$ cat src/rtl/spike_frame_serializer_pkg.sv
// Shared definitions for the spike frame serializer: default sync byte,
// frame length and the byte-position state encoding.
package spike_frame_serializer_pkg;

  localparam logic [7:0]  SYNC_BYTE_DEFAULT = 8'hA5;
  localparam int unsigned FRAME_LEN         = 7;

  // One state per transmitted byte, plus IDLE.
  typedef enum logic [2:0] {
    ST_IDLE,
    ST_SYNC,
    ST_SEQ,
    ST_D3,
    ST_D2,
    ST_D1,
    ST_D0,
    ST_CHK
  } frame_state_t;

endpackage

$ cat src/rtl/spike_word_fifo.sv
// Synchronous word FIFO.
//   clk, rst_n   : clock, asynchronous active-low reset
//   push, wdata  : write request (ignored when full)
//   pop, rdata   : read request (ignored when empty); rdata shows the head word
//   full, empty  : status flags
//   level        : number of words held (0..DEPTH)
module spike_word_fifo #(
  parameter int unsigned DEPTH = 4,
  parameter int unsigned WIDTH = 32
) (
  input  logic                     clk,
  input  logic                     rst_n,
  input  logic                     push,
  input  logic [WIDTH-1:0]         wdata,
  input  logic                     pop,
  output logic [WIDTH-1:0]         rdata,
  output logic                     full,
  output logic                     empty,
  output logic [$clog2(DEPTH):0]   level
);

  localparam int unsigned AW = $clog2(DEPTH);

  logic [WIDTH-1:0] mem [DEPTH];
  logic [AW:0]      wr_ptr;
  logic [AW:0]      rd_ptr;
  logic             do_push;
  logic             do_pop;

  // Pointers carry one extra MSB so full and empty are distinguishable.
  assign empty   = (wr_ptr == rd_ptr);
  assign full    = (wr_ptr[AW] != rd_ptr[AW]) && (wr_ptr[AW-1:0] == rd_ptr[AW-1:0]);
  assign level   = wr_ptr - rd_ptr;
  assign do_push = push && !full;
  assign do_pop  = pop && !empty;
  assign rdata   = mem[rd_ptr[AW-1:0]];

  always_ff @(posedge clk or negedge rst_n) begin
    if (!rst_n) begin
      wr_ptr <= '0;
      rd_ptr <= '0;
    end else begin
      if (do_push) wr_ptr <= wr_ptr + 1'b1;
      if (do_pop)  rd_ptr <= rd_ptr + 1'b1;
    end
  end

  always_ff @(posedge clk) begin
    if (do_push) mem[wr_ptr[AW-1:0]] <= wdata;
  end

endmodule

$ cat src/rtl/spike_frame_serializer.sv
// Buffers 32-bit merged spike words and serializes each into a 7-byte frame
// {SYNC, seq, d[31:24], d[23:16], d[15:8], d[7:0], xor checksum} on an 8-bit
// AXI-Stream toward the UART. Sends heartbeat frames after idle periods.
//   aclk, aresetn        : clock, asynchronous active-low reset
//   s_axis_*             : 32-bit word input (tready = FIFO not full)
//   m_axis_*             : 8-bit byte output
//   seq_num              : sequence number of the current / last frame
//   fifo_level           : words held in the input FIFO
module spike_frame_serializer
  import spike_frame_serializer_pkg::*;
#(
  parameter int unsigned FIFO_DEPTH       = 4,
  parameter logic [7:0]  SYNC_BYTE        = SYNC_BYTE_DEFAULT,
  parameter int unsigned HEARTBEAT_CYCLES = 12000000,
  parameter logic [31:0] HEARTBEAT_WORD   = 32'hFFFF_FFFF
) (
  input  logic                          aclk,
  input  logic                          aresetn,
  input  logic [31:0]                   s_axis_tdata,
  input  logic                          s_axis_tvalid,
  output logic                          s_axis_tready,
  output logic [7:0]                    m_axis_tdata,
  output logic                          m_axis_tvalid,
  input  logic                          m_axis_tready,
  output logic [7:0]                    seq_num,
  output logic [$clog2(FIFO_DEPTH):0]   fifo_level
);

  frame_state_t state;
  frame_state_t state_next;
  logic [31:0]  hold;
  logic [7:0]   chk;
  logic [7:0]   seq;
  logic [31:0]  idle_cnt;
  logic         out_of_reset;
  logic         fifo_full;
  logic         fifo_empty;
  logic [31:0]  fifo_rdata;
  logic         push;
  logic         pop;
  logic         hb_load;
  logic         hb_fire;
  logic         out_hs;

  spike_word_fifo #(
    .DEPTH (FIFO_DEPTH),
    .WIDTH (32)
  ) u_fifo (
    .clk   (aclk),
    .rst_n (aresetn),
    .push  (push),
    .wdata (s_axis_tdata),
    .pop   (pop),
    .rdata (fifo_rdata),
    .full  (fifo_full),
    .empty (fifo_empty),
    .level (fifo_level)
  );

  // tready is held low until the first clock after reset release.
  assign s_axis_tready = out_of_reset && !fifo_full;
  assign push          = s_axis_tvalid && s_axis_tready;
  assign m_axis_tvalid = (state != ST_IDLE);
  assign out_hs        = m_axis_tvalid && m_axis_tready;
  assign seq_num       = seq;
  assign hb_fire       = (HEARTBEAT_CYCLES != 0) &&
                         (idle_cnt == 32'(HEARTBEAT_CYCLES - 1));

  always_comb begin
    state_next   = state;
    pop          = 1'b0;
    hb_load      = 1'b0;
    m_axis_tdata = '0;
    unique case (state)
      ST_IDLE: begin
        if (!fifo_empty) begin
          pop        = 1'b1;
          state_next = ST_SYNC;
        end else if (hb_fire) begin
          hb_load    = 1'b1;
          state_next = ST_SYNC;
        end
      end
      ST_SYNC: begin
        m_axis_tdata = SYNC_BYTE;
        if (out_hs) state_next = ST_SEQ;
      end
      ST_SEQ: begin
        m_axis_tdata = seq;
        if (out_hs) state_next = ST_D3;
      end
      ST_D3: begin
        m_axis_tdata = hold[31:24];
        if (out_hs) state_next = ST_D2;
      end
      ST_D2: begin
        m_axis_tdata = hold[23:16];
        if (out_hs) state_next = ST_D1;
      end
      ST_D1: begin
        m_axis_tdata = hold[15:8];
        if (out_hs) state_next = ST_D0;
      end
      ST_D0: begin
        m_axis_tdata = hold[7:0];
        if (out_hs) state_next = ST_CHK;
      end
      ST_CHK: begin
        m_axis_tdata = chk;
        if (out_hs) begin
          // Back-to-back frames: pop the next word on the checksum handshake.
          if (!fifo_empty) begin
            pop        = 1'b1;
            state_next = ST_SYNC;
          end else begin
            state_next = ST_IDLE;
          end
        end
      end
    endcase
  end

  always_ff @(posedge aclk or negedge aresetn) begin
    if (!aresetn) begin
      state        <= ST_IDLE;
      hold         <= '0;
      chk          <= '0;
      seq          <= '0;
      idle_cnt     <= '0;
      out_of_reset <= 1'b0;
    end else begin
      state        <= state_next;
      out_of_reset <= 1'b1;

      if (pop)          hold <= fifo_rdata;
      else if (hb_load) hold <= HEARTBEAT_WORD;

      // Counts only while idle with nothing to send; any frame start clears it.
      if (state == ST_IDLE && state_next == ST_IDLE && HEARTBEAT_CYCLES != 0)
        idle_cnt <= idle_cnt + 32'd1;
      else
        idle_cnt <= '0;

      if (out_hs) begin
        unique case (state)
          ST_SEQ:                      chk <= seq;
          ST_D3, ST_D2, ST_D1, ST_D0:  chk <= chk ^ m_axis_tdata;
          ST_CHK:                      seq <= seq + 8'd1;
          default: ;
        endcase
      end
    end
  end

endmodule

$ cat config.mk
export PLATFORM = sky130hd
export DESIGN_NAME = spike_frame_serializer
export DESIGN_NICKNAME = d
export VERILOG_FILES = /design/src/rtl/spike_frame_serializer_pkg.sv /design/src/rtl/spike_word_fifo.sv /design/src/rtl/spike_frame_serializer.sv
export SDC_FILE = /design/constraint.sdc
export NUM_CORES = 1
export LEC_CHECK = 0
export CAP_MARGIN = 20
export CORE_MARGIN = 4
export CORE_UTILIZATION = 60
export CTS_BUF_LIST = sky130_fd_sc_hd__clkbuf_16
export CTS_CLUSTER_DIAMETER = 60
export DETAILED_ROUTE_END_ITERATION = 10
export GPL_TIMING_DRIVEN = 0
export MAX_ROUTING_LAYER = met4
export PLACE_DENSITY_LB_ADDON = 0.12
export SLEW_MARGIN = 10
export SYNTH_ARGS = -nofsm -noshare
export SYNTH_HDL_FRONTEND = slang
export SYNTH_SLANG_ARGS = --single-unit
$ cat constraint.sdc
create_clock -name aclk -period 4.8 [get_ports aclk]
set_clock_uncertainty 0.1 [all_clocks]
set_input_delay 1.44 -clock aclk [delete_from_list [all_inputs] [get_ports aclk]]
set_output_delay 1.44 -clock aclk [all_outputs]
set_load 0.005 [all_outputs]
==> key figures <==
Outcome
  – Outcome: completed

Global routing
  – Vias in the first global route: 5756
  – Largest net degree at the start of global routing: 54
  – Initial antenna violation count: 0
  – GRT Util Overall: 23.14%
  – Global-route wire length before repair: 31460 um
  – GRT overflow: 0

Worst hold path
  – Hold/Removal Path Class: register to register

Placement
  – Post-DP HPWL: 12950 um
  – Area post-placement: 10300 sq um
  – IO buf count: 56
  – Routability congestion estimate: 0.8939

CTS
  – Clk slew on worst S/H paths: 60 ps
  – Clk sinks: 218
  – Clock Tree Buf Depth: 3
  – Worst-Skew Late Latency: 520 ps
  – TritonCTS clock tree: built
  – H-tree levels: 1
  – CTS Buf Count: 23
  – CTS root buf: clkbuf_16

Synthesis
  – Yosys top cell by area: edfxtp_1
  – Cells after Synth: 611
  – Multiplexer area fraction after synthesis: 9.956%
  – Post-Synth Simple-Gate Area: 9.515%
  – Ys flop type: edfxtp_1
  – Largest cells by area after synthesis: edfxtp_1 41%, dfrtp_1 24%, mux4_2 8.4%
  – Async SR Flop Fraction: 41.28%
  – Unique masters post-synth: 62
  – Syn avg cell area: 15.32 sq um
  – Main combinational cell family by area after synthesis: multiplexers
  – Xor and xnor area share after synthesis: 4.103%
  – Synth warn: 0
  – Syn Nets: 657
  – EDFF count, synth: 128
  – Synth Area in Adders: 1.417%
  – Post-synth top area share: 41.05%
  – Post-Syn Area: 9363 sq um
  – Post-synthesis sequential element count: 218
  – Compound-cell area share of the yosys netlist: 7.256%
  – Register area share after synthesis: 65.11%

Floorplan
  – Row count: 45
  – IO Pins: 57
  – Core area: 15260 sq um
  – Die Y: 132.9 um
  – Die span in x: 132.9 um
  – Die footprint: 17670 sq um
  – Initial Utilization: 61.36%

Route
  – Initial DRC count: 482
  – ANT nets after route: 0
  – Detailed Route WL: 19180 um
  – Via density: 6.044
  – Routed len/inst: 20.76 um
  – DR pass1 iterations: 5
  – Vias: 5585
  – DR DRC count: 0

Cells and area
  – Final net count: 743
  – # fillers: 966
  – Area grow syn2layout: 18.67%
  – Antenna cell count: 0
  – Share of layout cells above drive strength 1: 19.35%
  – Design Area, Final: 11110 sq um

STA
  – Min Tclk post-route: 4458 ps
  – Slew headroom: 40.45%
  – Final Setup Violations: 0
  – Crit share post-route: 92.88%
  – Worst slew pin tran: 893.2 ps
  – RSZ-0062 raised after global routing: false
  – Final Hold Viols: 0
  – Hold_ws: 394.2 ps
  – F_max: 224.3 MHz
  – Slew Limit Fails: 0

Setup path
  – CP Launch Type: register
  – Setup crit end kind: primary output
  – Required time worst endpoint: 3260 ps
  – Setup CP Type: register to primary output
  – Worst Path Max Fanout: 10
  – Worst Path Arrival: 2920 ps

Power
  – Peak VDD IR: 0.0004132 V
  – Power per cell area: 618.3 nW/um^2
  – Total power: 0.006870 W
  – Pleak: 4.023 nW

Run
  – Max-cap violations: 0
-- area by class of cell --
type | count | area (sq um) | share of cell area (%)
clock inverters | 18 | 230.2 | 2.072
repair buffers | 61 | 673.1 | 6.059
multi-input cells | 344 | 3028 | 27.25
plain buffers | 32 | 180.2 | 1.622
inverters | 17 | 63.81 | 0.5743
clock buffers | 23 | 575.6 | 5.180
well taps | 211 | 264.0 | 2.376
flip-flops and latches | 218 | 6096 | 54.86
-- cells in the mapped netlist, types with 4 or more instances --
cell type and instances:
xor2_1 21, nand3_1 16, xnor2_1 21, nor3_1 9, buf_2 9, o21ai_0 6, and4_1 4, clkbuf_1 14
mux4_2 35, nor2_1 35, buf_6 6, nor4_1 8, edfxtp_1 128, o22a_2 29, or3_1 6, nand4_1 18
and3_1 10, nand2_1 29, a21oi_1 10, a221o_1 7, ha_1 9, inv_1 17, mux2i_1 11, dfrtp_1 90
-- metrics by stage --
step           std cells  TNS [ps]  util (%)  worst slack (ps)
3_5_place_dp         883         0     67.54             780.4
6_report             924         0     72.82             341.6
4_1_cts              924         0     72.82             227.1
5_1_grt              924         0     72.82             74.07
3_3_place_gp         878    -91970     66.77             -1026
2_1_floorplan        611         0         -              1797
-- state kept, by name (all words and copies together) (netlist names) --
| register | flops |
|---|---|
| u_fifo.mem | 128 |
| hold | 32 |
| idle_cnt | 32 |
| chk | 8 |
| seq_num | 8 |
| state | 3 |
| u_fifo.rd_ptr | 3 |
| u_fifo.wr_ptr | 3 |
| out_of_reset | 1 |
-- per-layer routing --
layer	GRT usage (%)	vias up	wire, um
li1	-	2534	-
met3	4.106	38	945
met5	-	-	0
met2	37.08	149	9451
met1	31.26	2864	8347
met4	5.889	0	435
-- timing repair --
action / 4_1_cts / 5_1_grt
hold buffers: 0 / 0
buffers inserted: 0 / 0
resized for setup: 0 / 1
setup endpoints to repair: 0 / 1
-- placed cells by master, fill, tap and decap left out, drive strengths merged, types with 5 or more instances in the layout --
cell type	count
nand4	18
bufinv	5
and3	10
dfrtp	90
and4	5
xnor2	21
xor2	22
buf	24
a221o	7
ha	9
inv	24
edfxtp	128
o21ai	7
or3	6
nand3	17
nand2	29
clkbuf	37
mux4	35
nor2	35
clkdlybuf4s50	55
nor3	9
mux2i	11
o22a	32
nor4	9
a21oi	10
-- report_power, final --
part / total [W] / switching [W] / internal, W
logic: 0.00240 / 0.00118 / 0.00122
registers: 0.00260 / 0.000245 / 0.00236
clock network: 0.00187 / 0.000719 / 0.00115
total: 0.00687 / 0.00215 / 0.00472
-- worst max-delay path, cell delays in order, from the launching register on --
cell and delay, ps:
dfrtp_1 310, buf_2 200, clkbuf_1 400, buf_1 480, o21ai_0 170, o311ai_1 200
clkdlybuf4s50_1 620
-- kinds of logic (layout without fill, tap and decap cells) --
kind of cell,after synthesis,count (layout)
AOI/OAI and AO/OA,78,78
xor gates and xnor gates,43,43
adders and majority gates,10,10
buffers and inverters,49,151
DFF,218,218
muxes,49,49
other,1,1
and+or+nand+nor,163,163
-- worst paths after layout --
| check | from | endpoint | slack [ps] | depth (start not counted) |
|---|---|---|---|---|
| max | state[1]$_DFF_PN0_ | m_axis_tdata[1] | 340 | 6 |
| min | u_fifo.wr_ptr[2]$_DFFE_PN0P_ | u_fifo.wr_ptr[2]$_DFFE_PN0P_ | 390 | 1 |
| max reg2reg | u_fifo.rd_ptr[1]$_DFFE_PN0P_ | u_fifo.mem[2][20]$_DFFE_PP_ | 1800 | 8 |
| min reg2reg | u_fifo.wr_ptr[2]$_DFFE_PN0P_ | u_fifo.wr_ptr[2]$_DFFE_PN0P_ | 390 | 1 |
| max in group asynchronous | aresetn | hold[4]$_DFFE_PN0P_ | 3160 | 2 |
| min in group asynchronous | aresetn | idle_cnt[25]$_DFF_PN0_ | 800 | 1 |
Note: power is estimated with default switching activity, not from simulation.
